File: src/rtl/lsu_pkg.sv
// Shared types and decode helpers for the load/store unit controller.
// Op flag vectors are ordered {lb, lh, lw, lbu, lhu, lwu, ld, sb, sh, sw, sd}.
package lsu_pkg;

    typedef enum logic [2:0] {
        ST_IDLE,
        ST_REQ,
        ST_WAIT,
        ST_WB,
        ST_ERR
    } state_t;

    typedef enum logic [1:0] {
        SZ_B,
        SZ_H,
        SZ_W,
        SZ_D
    } size_t;

    typedef enum logic [1:0] {
        ERR_NONE,
        ERR_ILL,
        ERR_MIS,
        ERR_BUS
    } err_t;

    localparam logic [7:0] BE_B = 8'h01;
    localparam logic [7:0] BE_H = 8'h03;
    localparam logic [7:0] BE_W = 8'h0F;
    localparam logic [7:0] BE_D = 8'hFF;

    localparam int unsigned TMO_DEFAULT = 255;

    typedef struct packed {
        size_t size;
        logic  sgn;
        logic  store;
    } op_info_t;

    function automatic op_info_t decode_op(input logic [10:0] f);
        op_info_t o;
        o.store = |f[3:0];
        o.sgn   = f[10] | f[9] | f[8];
        if (f[9] | f[6] | f[2])
            o.size = SZ_H;
        else if (f[8] | f[5] | f[1])
            o.size = SZ_W;
        else if (f[4] | f[0])
            o.size = SZ_D;
        else
            o.size = SZ_B;
        return o;
    endfunction

    function automatic logic is_onehot(input logic [10:0] f);
        return (f != 11'd0) && ((f & (f - 11'd1)) == 11'd0);
    endfunction

    function automatic logic is_misaligned(input size_t s, input logic [2:0] off);
        case (s)
            SZ_H:    return off[0];
            SZ_W:    return |off[1:0];
            SZ_D:    return |off;
            default: return 1'b0;
        endcase
    endfunction

endpackage

File: src/rtl/lsu_align.sv
// Lane steering for the data port: byte enables, store-data replication and
// load-data extraction with sign/zero extension.
module lsu_align
    import lsu_pkg::*;
(
    input  size_t       i_size,
    input  logic        i_sgn,
    input  logic [2:0]  i_off,
    input  logic [63:0] i_rdata,
    input  logic [63:0] i_st_src,
    output logic [63:0] o_ld_data,
    output logic [63:0] o_st_data,
    output logic [7:0]  o_be
);

    logic [63:0] w_shift;
    logic [7:0]  w_mask;

    // NOTE: every output of a combinational block gets a default before the
    // case, so no path leaves a value unassigned and no latch is inferred.
    always_comb begin
        w_shift   = i_rdata >> {i_off, 3'b000};
        o_ld_data = w_shift;
        o_st_data = i_st_src;
        w_mask    = BE_D;
        case (i_size)
            SZ_B: begin
                o_ld_data = {{56{i_sgn & w_shift[7]}}, w_shift[7:0]};
                o_st_data = {8{i_st_src[7:0]}};
                w_mask    = BE_B;
            end
            SZ_H: begin
                o_ld_data = {{48{i_sgn & w_shift[15]}}, w_shift[15:0]};
                o_st_data = {4{i_st_src[15:0]}};
                w_mask    = BE_H;
            end
            SZ_W: begin
                o_ld_data = {{32{i_sgn & w_shift[31]}}, w_shift[31:0]};
                o_st_data = {2{i_st_src[31:0]}};
                w_mask    = BE_W;
            end
            default: begin
                o_ld_data = w_shift;
                o_st_data = i_st_src;
                w_mask    = BE_D;
            end
        endcase
        o_be = w_mask << i_off;
    end

endmodule

File: src/rtl/lsu_ctrl.sv
// Load/store unit controller: accepts one decoded op, runs a single req/gnt/rvalid
// transaction on the data port and returns extended load data to writeback.
module lsu_ctrl
    import lsu_pkg::*;
#(
    parameter int          XLEN = 64,
    parameter int unsigned TMO  = TMO_DEFAULT
) (
    input  logic            clk,
    input  logic            rst_n,
    input  logic            dec_valid,
    output logic            dec_ready,
    input  logic            lb,
    input  logic            lh,
    input  logic            lw,
    input  logic            lbu,
    input  logic            lhu,
    input  logic            lwu,
    input  logic            ld,
    input  logic            sb,
    input  logic            sh,
    input  logic            sw,
    input  logic            sd,
    input  logic [4:0]      rd,
    input  logic [11:0]     imm,
    input  logic [XLEN-1:0] rs1_val,
    input  logic [XLEN-1:0] rs2_val,
    output logic            mem_req,
    output logic            mem_we,
    output logic [XLEN-1:0] mem_addr,
    output logic [7:0]      mem_be,
    output logic [XLEN-1:0] mem_wdata,
    input  logic            mem_gnt,
    input  logic            mem_rvalid,
    input  logic [XLEN-1:0] mem_rdata,
    output logic            wb_valid,
    output logic [4:0]      wb_rd,
    output logic [XLEN-1:0] wb_data,
    output logic            done,
    output logic            misalign,
    output logic            illegal,
    output logic            bus_err
);

    localparam logic [31:0] TMO_LIM = 32'(TMO);

    state_t          r_state;
    state_t          w_next;
    err_t            r_err;
    err_t            w_err_next;
    op_info_t        r_info;
    op_info_t        w_info;
    logic [4:0]      r_rd;
    logic [XLEN-1:0] r_ea;
    logic [XLEN-1:0] r_rs2;
    logic [XLEN-1:0] r_wb_data;
    logic [31:0]     r_cnt;
    logic            r_store_done;

    logic [10:0]     w_flags;
    logic [XLEN-1:0] w_ea;
    logic            w_accept;
    logic            w_timeout;
    logic [XLEN-1:0] w_ld_data;
    logic [XLEN-1:0] w_st_data;
    logic [7:0]      w_be;

    assign w_flags   = {lb, lh, lw, lbu, lhu, lwu, ld, sb, sh, sw, sd};
    assign w_info    = decode_op(w_flags);
    assign w_ea      = rs1_val + {{(XLEN-12){imm[11]}}, imm};
    assign w_accept  = (r_state == ST_IDLE) && dec_valid;
    // r_cnt holds completed REQ/WAIT cycles, so the TMO-th such cycle is the last one.
    assign w_timeout = (TMO_LIM != 32'd0) && (r_cnt == TMO_LIM - 32'd1);

    lsu_align u_align (
        .i_size    (r_info.size),
        .i_sgn     (r_info.sgn),
        .i_off     (r_ea[2:0]),
        .i_rdata   (mem_rdata),
        .i_st_src  (r_rs2),
        .o_ld_data (w_ld_data),
        .o_st_data (w_st_data),
        .o_be      (w_be)
    );

    // NOTE: clocked state uses non-blocking assignments so every register
    // samples pre-edge values regardless of statement order.
    always_ff @(posedge clk or negedge rst_n) begin
        if (!rst_n) begin
            r_state      <= ST_IDLE;
            r_err        <= ERR_NONE;
            r_info       <= '{size: SZ_B, sgn: 1'b0, store: 1'b0};
            r_rd         <= '0;
            r_ea         <= '0;
            r_rs2        <= '0;
            r_wb_data    <= '0;
            r_cnt        <= '0;
            r_store_done <= 1'b0;
        end else begin
            r_state      <= w_next;
            r_err        <= w_err_next;
            r_store_done <= (r_state == ST_REQ) && mem_gnt && r_info.store;
            if (w_accept) begin
                r_info <= w_info;
                r_rd   <= rd;
                r_ea   <= w_ea;
                r_rs2  <= rs2_val;
                r_cnt  <= '0;
            end else if ((r_state == ST_REQ) || (r_state == ST_WAIT)) begin
                r_cnt <= r_cnt + 32'd1;
            end
            if ((r_state == ST_WAIT) && mem_rvalid)
                r_wb_data <= w_ld_data;
        end
    end

    always_comb begin
        w_next     = r_state;
        w_err_next = ERR_NONE;
        dec_ready  = 1'b0;
        mem_req    = 1'b0;
        mem_we     = 1'b0;
        mem_addr   = '0;
        mem_be     = '0;
        mem_wdata  = '0;
        wb_valid   = 1'b0;
        wb_rd      = '0;
        wb_data    = '0;
        done       = r_store_done;
        misalign   = 1'b0;
        illegal    = 1'b0;
        bus_err    = 1'b0;
        case (r_state)
            ST_IDLE: begin
                dec_ready = 1'b1;
                if (dec_valid) begin
                    if (!is_onehot(w_flags)) begin
                        w_next     = ST_ERR;
                        w_err_next = ERR_ILL;
                    end else if (is_misaligned(w_info.size, w_ea[2:0])) begin
                        w_next     = ST_ERR;
                        w_err_next = ERR_MIS;
                    end else begin
                        w_next = ST_REQ;
                    end
                end
            end
            ST_REQ: begin
                mem_req   = 1'b1;
                mem_we    = r_info.store;
                mem_addr  = {r_ea[XLEN-1:3], 3'b000};
                mem_be    = w_be;
                mem_wdata = w_st_data;
                // A grant in the final allowed cycle still completes the access.
                if (mem_gnt) begin
                    w_next = r_info.store ? ST_IDLE : ST_WAIT;
                end else if (w_timeout) begin
                    w_next     = ST_ERR;
                    w_err_next = ERR_BUS;
                end
            end
            ST_WAIT: begin
                if (mem_rvalid) begin
                    w_next = ST_WB;
                end else if (w_timeout) begin
                    w_next     = ST_ERR;
                    w_err_next = ERR_BUS;
                end
            end
            ST_WB: begin
                done     = 1'b1;
                wb_valid = (r_rd != 5'd0);
                wb_rd    = r_rd;
                wb_data  = r_wb_data;
                w_next   = ST_IDLE;
            end
            ST_ERR: begin
                illegal  = (r_err == ERR_ILL);
                misalign = (r_err == ERR_MIS);
                bus_err  = (r_err == ERR_BUS);
                w_next   = ST_IDLE;
            end
            default: w_next = ST_IDLE;
        endcase
    end

endmodule

File: config.mk
export PLATFORM = sky130hd
export DESIGN_NAME = lsu_ctrl
export DESIGN_NICKNAME = d
export VERILOG_FILES = /design/src/rtl/lsu_pkg.sv /design/src/rtl/lsu_align.sv /design/src/rtl/lsu_ctrl.sv
export SDC_FILE = /design/constraint.sdc
export NUM_CORES = 1
export LEC_CHECK = 0
export CAP_MARGIN = 20
export CORE_MARGIN = 4
export CORE_UTILIZATION = 40
export DETAILED_ROUTE_END_ITERATION = 8
export GPL_TIMING_DRIVEN = 0
export HOLD_SLACK_MARGIN = 0.15
export PLACE_DENSITY = 0.74
export SYNTH_ARGS = -nofsm -noshare
export SYNTH_HDL_FRONTEND = slang
export SYNTH_SLANG_ARGS = --single-unit
File: constraint.sdc
create_clock -name clk -period 4.55 [get_ports clk]
set_input_delay 0.455 -clock clk [delete_from_list [all_inputs] [get_ports clk]]
set_output_delay 0.455 -clock clk [all_outputs]
set_load 0.05 [all_outputs]
==> results.sh, run 1 <==
export IMPL_status="completed"
export IMPL_ys_ff_latch=239
export IMPL_grt_pass1_vias=17700
export IMPL_p_leak_nw=9.91
export IMPL_ir_drop_mv=0.248
export IMPL_crit_type="register to primary output"
export IMPL_pin_count=438
export IMPL_switching_power_w=0.00284
export IMPL_clockRootBuffer="clkbuf_16"
export IMPL_synthArstFlopShare_pct=100
export IMPL_yosysSeqAreaShare_pct=35.8
export IMPL_htreeDepth=1
export IMPL_clk_pin_slew_ns=0.07
export IMPL_fmax_mhz=227
export IMPL_ys_types=76
export IMPL_syn_avg_cell_area_um2=7.93
export IMPL_drive_gt1_share_pct=4.70
export IMPL_grtUsageTotal_pct=30.1
export IMPL_r2r_start="r_state[0]"
export IMPL_core_rowCount=74
export IMPL_p_sw_share_pct=34.7
export IMPL_post_cts_buffers=0
export IMPL_worst_path_max_fanout=10
export IMPL_yosysTopAreaCellShare_pct=35.8
export IMPL_r2r_cells=10
export IMPL_synthTopCellsByArea="dfrtp_1, nand2_1, a21oi_1"
export IMPL_areaGrowthSynthToFinish_pct=37.0
export IMPL_dieHeight_um=212
export IMPL_yosys_most_used_dff="dfrtp_1"
export IMPL_dieArea_um2=45100
export IMPL_power_frac_seq_pct=37.4
export IMPL_cell_internal_pwr_w=0.00534
export IMPL_antenna_found_initial=12
export IMPL_clk_latency_ns=0.58
export IMPL_period_minus_slack_ns=4.41
export IMPL_power_frac_comb_pct=30.0
export IMPL_fp_coreArea_um2=41000
export IMPL_first_pass_iters=5
export IMPL_final_max_slew_violation_count=0
export IMPL_r2r_slack_ns=0.59
export IMPL_synth_top_area_cell="dfrtp_1"
export IMPL_setup_violations=0
export IMPL_drc=0
export IMPL_wl_mm=70.2
export IMPL_cts_tree="built"
export IMPL_required_ns=4.09
export IMPL_clk_path_buf_depth=3
export IMPL_power_total_w=0.00818
export IMPL_holdCritPathClass="primary input to register"
export IMPL_grt_pass1_wl_mm=105
export IMPL_nNetsFinal=2866
export IMPL_numCtsBuffers=29
export IMPL_die_width_um=212
export IMPL_cap_violations=0
export IMPL_hpwl_mm=55.5
export IMPL_cts_num_sinks=239
export IMPL_vias=17700
export IMPL_endpoint_kind="primary output"
export IMPL_startpoint="r_ea[1]"
export IMPL_vias_per_cell=5.67
export IMPL_startpoint_type="register"
export IMPL_start_util_pct=40.7
export IMPL_rsz0062_at_grt="no"
export IMPL_synth_area_um2=16700
export IMPL_tightest_slew_ns=0.933
export IMPL_grt_overflow_total=0
export IMPL_fin_crit_sh_pct=96.8
export IMPL_netlist_instances=2105
export IMPL_clkPwrFrac_pct=32.6
export IMPL_avgRoutedWirePerCell_um=22.4
export IMPL_postLayoutCoreUtil_pct=55.8
export IMPL_synth_edff_count=0
export IMPL_cp_endpoint="mem_be[7]"
export IMPL_drt_iter0_markers=1524
export IMPL_final_hold_viol_count=0
export IMPL_power_density_nw_per_um2=357
export IMPL_grt_max_degree=120
export IMPL_cp_arrival_ns=3.95
export IMPL_gp_congestion=0.981
export IMPL_slew_headroom_pct=37.5
export IMPL_synth_warning_count=0
export IMPL_skew_ns=0.0182
export IMPL_reg2reg_to="r_wb_data[53]"
export IMPL_drtAntennaViolNets=0
export IMPL_portBuffers=434
[worst min path at each step]
| stage | from | slack (ns) | endpoint | cells after the start |
|---|---|---|---|---|
| finish | rs2_val[56] | 0.40 | r_rs2[56] | 3 |
| global route | rs2_val[20] | 0.41 | r_rs2[20] | 3 |
| CTS | rs2_val[56] | 0.39 | r_rs2[56] | 3 |
| detailed placement | rst_n | 0.40 | r_rs2[49] | 1 |
| global placement | r_ea[5] | 0.46 | r_ea[5] | 2 |
| floorplan | rst_n | 0.16 | r_cnt[0] | 0 |
[cells in the final DEF, fill, tap and decap left out, types with 40 or more instances in the layout]
master           count
nor2_1             175
and2_1             149
nand3_1             41
clkbuf_1           110
dfrtp_1            239
o21ai_0            145
ha_1                65
xnor2_1             40
clkdlybuf4s50_1    428
xor2_1              46
nand2_1            440
mux2i_1             84
a21oi_1            187
[state kept, by name (all words and copies together), names as in the netlist]
| name | count |
|---|---|
| r_ea | 64 |
| r_rs2 | 64 |
| r_wb_data | 64 |
| r_cnt | 32 |
| r_rd | 5 |
| r_info | 4 |
| r_state | 3 |
| r_err | 2 |
| r_store_done | 1 |
[layout make-up]
type | instances | area, µm²
well taps | 532 | 666
diodes | 2 | 5.00
flip-flops and latches | 239 | 5980
repair buffers | 438 | 4420
clock inverters | 18 | 337
inverters | 36 | 135
fillers | 3824 | 18100
plain buffers | 137 | 547
multi-input cells | 1694 | 10100
clock buffers | 31 | 733
[power groups by stage]
| stage | sequential [W] | combinational [W] | clock, W |
|---|---|---|---|
| global route | 0.00311 | 0.00268 | 0.00279 |
| detailed placement | 0.00307 | 0.00240 | 0 |
| global placement | 0.00306 | 0.00235 | 0 |
| CTS | 0.00304 | 0.00242 | 0.00270 |
| finish | 0.00306 | 0.00245 | 0.00267 |
| floorplan | 0.00291 | 0.00157 | 0 |
[what timing repair did]
item	4_1_cts	5_1_grt
endpoints found under the hold margin	52	0
gates resized for setup	11	2
hold buffers	1	0
setup endpoints to repair	9	24
[Yosys cell counts, types with 16 or more instances]
master,number
xor2_1,46
nand3_1,41
mux2i_1,84
ha_1,65
nor3_1,25
a31oi_1,24
dfrtp_1,239
inv_1,35
nand2_1,440
clkbuf_1,115
a21o_1,31
xnor2_1,40
o21ai_0,145
nand4_1,23
o21a_1,16
a21oi_1,187
mux2_2,26
nor2_1,175
and2_1,149
[through the flow]
stage / TNS, ns / instance area [µm²] / std cells / hold WS [ns] / setup WS [ns]
after global routing: 0 / 22900 / 3127 / 0.409 / 0.00986
after floorplan: 0 / 16700 / 2107 / 0.159 / 0.570
after CTS: 0 / 22900 / 3126 / 0.386 / 0.0161
after global placement: -1744.22 / 21700 / 3073 / 0.458 / -7.22
final: 0 / 22900 / 3127 / 0.404 / 0.144
after detailed placement: -0.0106 / 21800 / 3076 / 0.401 / -0.0106
[routing by layer]
metal | share of wire, % | GRT usage [%] | routed length [µm] | vias to the layer above
li1 | - | - | - | 8167
met1 | 40 | 38.7 | 28100 | 8470
met2 | 47 | 50.6 | 32700 | 901
met3 | 8.8 | 5.98 | 6150 | 173
met4 | 4.5 | 11.0 | 3130 | 18
met5 | 0.17 | 0 | 116 | -
[cells by family (layout without fill, tap and decap cells)]
group                    count (synthesis)  count (layout)  synth area share, %
AO/OA/AOI/OAI                          509             509                 18.2
XOR/XNOR                                86              86                 4.51
adder cells (fa/ha/maj)                 67              67                 5.05
buffers and inverters                  174             660                 4.05
flip-flops                             239             239                 35.8
multiplexers                           117             117                 7.73
other                                    1               5               0.0225
AND/OR/NAND/NOR                        912             912                 24.7
[worst max-delay path, cell delays in order, from the launching register on]
cell,delay (ns)
dfrtp_1,0.32
clkbuf_1,0.33
buf_2,0.35
buf_2,0.38
buf_2,0.38
clkbuf_2,0.39
a21oi_1,0.11
nor3_1,0.20
clkdlybuf4s50_1,0.91
(Power assumes the default switching activity.)
==> run 2: changes to the inputs <==
--- a/config.mk
+++ b/config.mk
@@ -12,6 +12,7 @@
 export GPL_TIMING_DRIVEN = 0
 export HOLD_SLACK_MARGIN = 0.15
 export PLACE_DENSITY = 0.74
+export REMOVE_ABC_BUFFERS = 1
 export SYNTH_ARGS = -nofsm -noshare
 export SYNTH_HDL_FRONTEND = slang
 export SYNTH_SLANG_ARGS = --single-unit
==> run 2 against run 1 <==
Effect of this change:
- largest cell class unchanged
- sequential cell count unchanged
- setup slack better by 0.058 ns
- clock skew down 0.0015 ns
- sequential power up 3%
- worst hold slack better by 0.012 ns
- sequential share of layout area up 0.42 points
==> results.sh, run 2 (synthesized netlist as in run 1, its figures left out) <==
export IMPL_status="completed"
export IMPL_antenna_found_initial=11
export IMPL_reg_top3="r_ea (64), r_rs2 (64), r_wb_data (64)"
export IMPL_rsz0062_at_grt="no"
export IMPL_postLayoutCoreUtil_pct=55.1
export IMPL_core_rowCount=74
export IMPL_whs_ns=0.417
export IMPL_areaGrowthSynthToFinish_pct=35.2
export IMPL_nNetsFinal=2746
export IMPL_drt_iter0_markers=1316
export IMPL_holdCritPathClass="primary input to register"
export IMPL_start_util_pct=40.7
export IMPL_fmax_mhz=230
export IMPL_met1_usage_pct=30.4
export IMPL_power_density_nw_per_um2=339
export IMPL_clockRootBuffer="clkbuf_16"
export IMPL_pin_count=438
export IMPL_tightest_slew_ns=1.05
export IMPL_slowest_delay_ns=1.00
export IMPL_htreeDepth=1
export IMPL_gp_congestion=0.921
export IMPL_p_leak_nw=9.75
export IMPL_fin_crit_sh_pct=95.5
export IMPL_slowest_stage="dfrtp_4"
export IMPL_wl_mm=57.2
export IMPL_avgRoutedWirePerCell_um=19.0
export IMPL_dp_slack_ns=0.303
export IMPL_drive_gt1_share_pct=5.29
export IMPL_cp_arrival_ns=3.89
export IMPL_vias=16700
export IMPL_clk_path_buf_depth=3
export IMPL_post_cts_buffers=0
export IMPL_startpoint_type="register"
export IMPL_dieHeight_um=212
export IMPL_cts_num_sinks=239
export IMPL_slew_headroom_pct=30.1
export IMPL_r2r_cells=9
export IMPL_met3_usage_pct=5.78
export IMPL_path_cells="or2_2 -> a21boi_0 -> a2111oi_0 -> clkdlybuf4s50_1"
export IMPL_startpoint="r_info[2]"
export IMPL_setup_violations=0
export IMPL_worst_path_max_fanout=52
export IMPL_met2_usage_pct=41.0
export IMPL_layout_commonest_cell="nand2_1"
export IMPL_portBuffers=434
export IMPL_layout_setup_ws_ns=0.203
export IMPL_grtUsageTotal_pct=24.1
export IMPL_final_cell_mix="nand2_1, clkdlybuf4s50_1, dfrtp_1"
export IMPL_required_ns=4.09
export IMPL_fillers=3727
export IMPL_power_total_w=0.00766
export IMPL_r2r_slack_ns=0.24
export IMPL_r2r_start="r_ea[0]"
export IMPL_reg2reg_to="r_wb_data[53]"
export IMPL_die_width_um=212
export IMPL_grt_busiest_layer="met2"
export IMPL_skew_ns=0.0167
export IMPL_grt_pass1_wl_mm=88.4
export IMPL_cp_endpoint="mem_be[6]"
export IMPL_endpoint_kind="primary output"
export IMPL_final_max_slew_violation_count=0
export IMPL_first_pass_iters=7
export IMPL_grt_max_degree=95
export IMPL_clk_pin_slew_ns=0.06
export IMPL_vias_per_cell=5.55
export IMPL_cap_violations=0
export IMPL_clk_latency_ns=0.56
export IMPL_numCtsBuffers=29
export IMPL_period_minus_slack_ns=4.35
export IMPL_drtAntennaViolNets=0
export IMPL_final_hold_viol_count=0
export IMPL_hpwl_mm=41.5
export IMPL_grt_overflow_total=0
export IMPL_grt_pass1_vias=16400
export IMPL_crit_type="register to primary output"
export IMPL_cts_tree="built"
export IMPL_drc=0
export IMPL_fp_coreArea_um2=41000
export IMPL_ir_drop_mv=0.265
export IMPL_dieArea_um2=45100
-- run 2: changes by cell type in the layout (fill, tap and decap cells not counted), sizes merged --
| cell | previous run | this run |
|---|---|---|
| clkbuf | 146 | 37 |
| dlygate4sd2 | 4 | 0 |
| inv | 40 | 36 |
| buf | 27 | 22 |
| bufinv | 9 | 4 |
| clkinvlp | 0 | 6 |
| clkdlybuf4s50 | 428 | 432 |
-- run 2: cell type report --
class	count	area (µm²)	area share [%]
timing repair buffer	455	4720	20.9
clock buffer	37	796	3.52
sequential	239	6000	26.6
multi-input combinational	1694	10100	44.6
antenna	2	5.00	0.0222
inverter	36	138	0.609
clock inverter	15	190	0.842
tap	532	666	2.95
-- run 2: worst min-delay path by stage --
stage                 from        end  slack (ns)  cells past startpoint
2_1_floorplan        rst_n   r_cnt[0]        0.16                      0
3_5_place_dp      r_ea[45]   r_ea[45]        0.46                      2
3_3_place_gp      r_ea[45]   r_ea[45]        0.45                      2
5_1_grt         rs2_val[9]   r_rs2[9]        0.40                      3
4_1_cts        rs2_val[41]  r_rs2[41]        0.38                      3
6_report       rs2_val[57]  r_rs2[57]        0.42                      3
-- run 2: power breakdown --
part,internal [W],switching [W]
clock network,0.00146,0.000960
logic,0.000977,0.00113
registers,0.00268,0.000458
-- run 2: metal layers --
metal,up-vias,routed length (µm)
met1,7916,23400
li1,7948,-
met4,16,2070
met5,-,115
met3,151,4650
met2,682,26900
-- run 2: what timing repair did --
item                                   CTS  global route
resized for setup                        1             0
hold buffers                             1             0
setup endpoints to repair                3             0
endpoints found under the hold margin   75             0
-- run 2: critical path, delay by kind of cell, from the launching register on --
kind,cells,cell delay [ns]
DFF,1,1.00
buffers and inverters,1,0.89
and+or+nand+nor,1,0.72
AOI/OAI and AO/OA,2,0.62
-- run 2: metrics by stage --
step / setup TNS, ns / instances / area [µm²]
after global routing: 0 / 3008 / 22600
after floorplan: -196.76 / 1969 / 16200
after global placement: -2539.69 / 2935 / 21200
final: 0 / 3010 / 22600
after CTS: 0 / 3008 / 22600
after detailed placement: 0 / 2955 / 21600
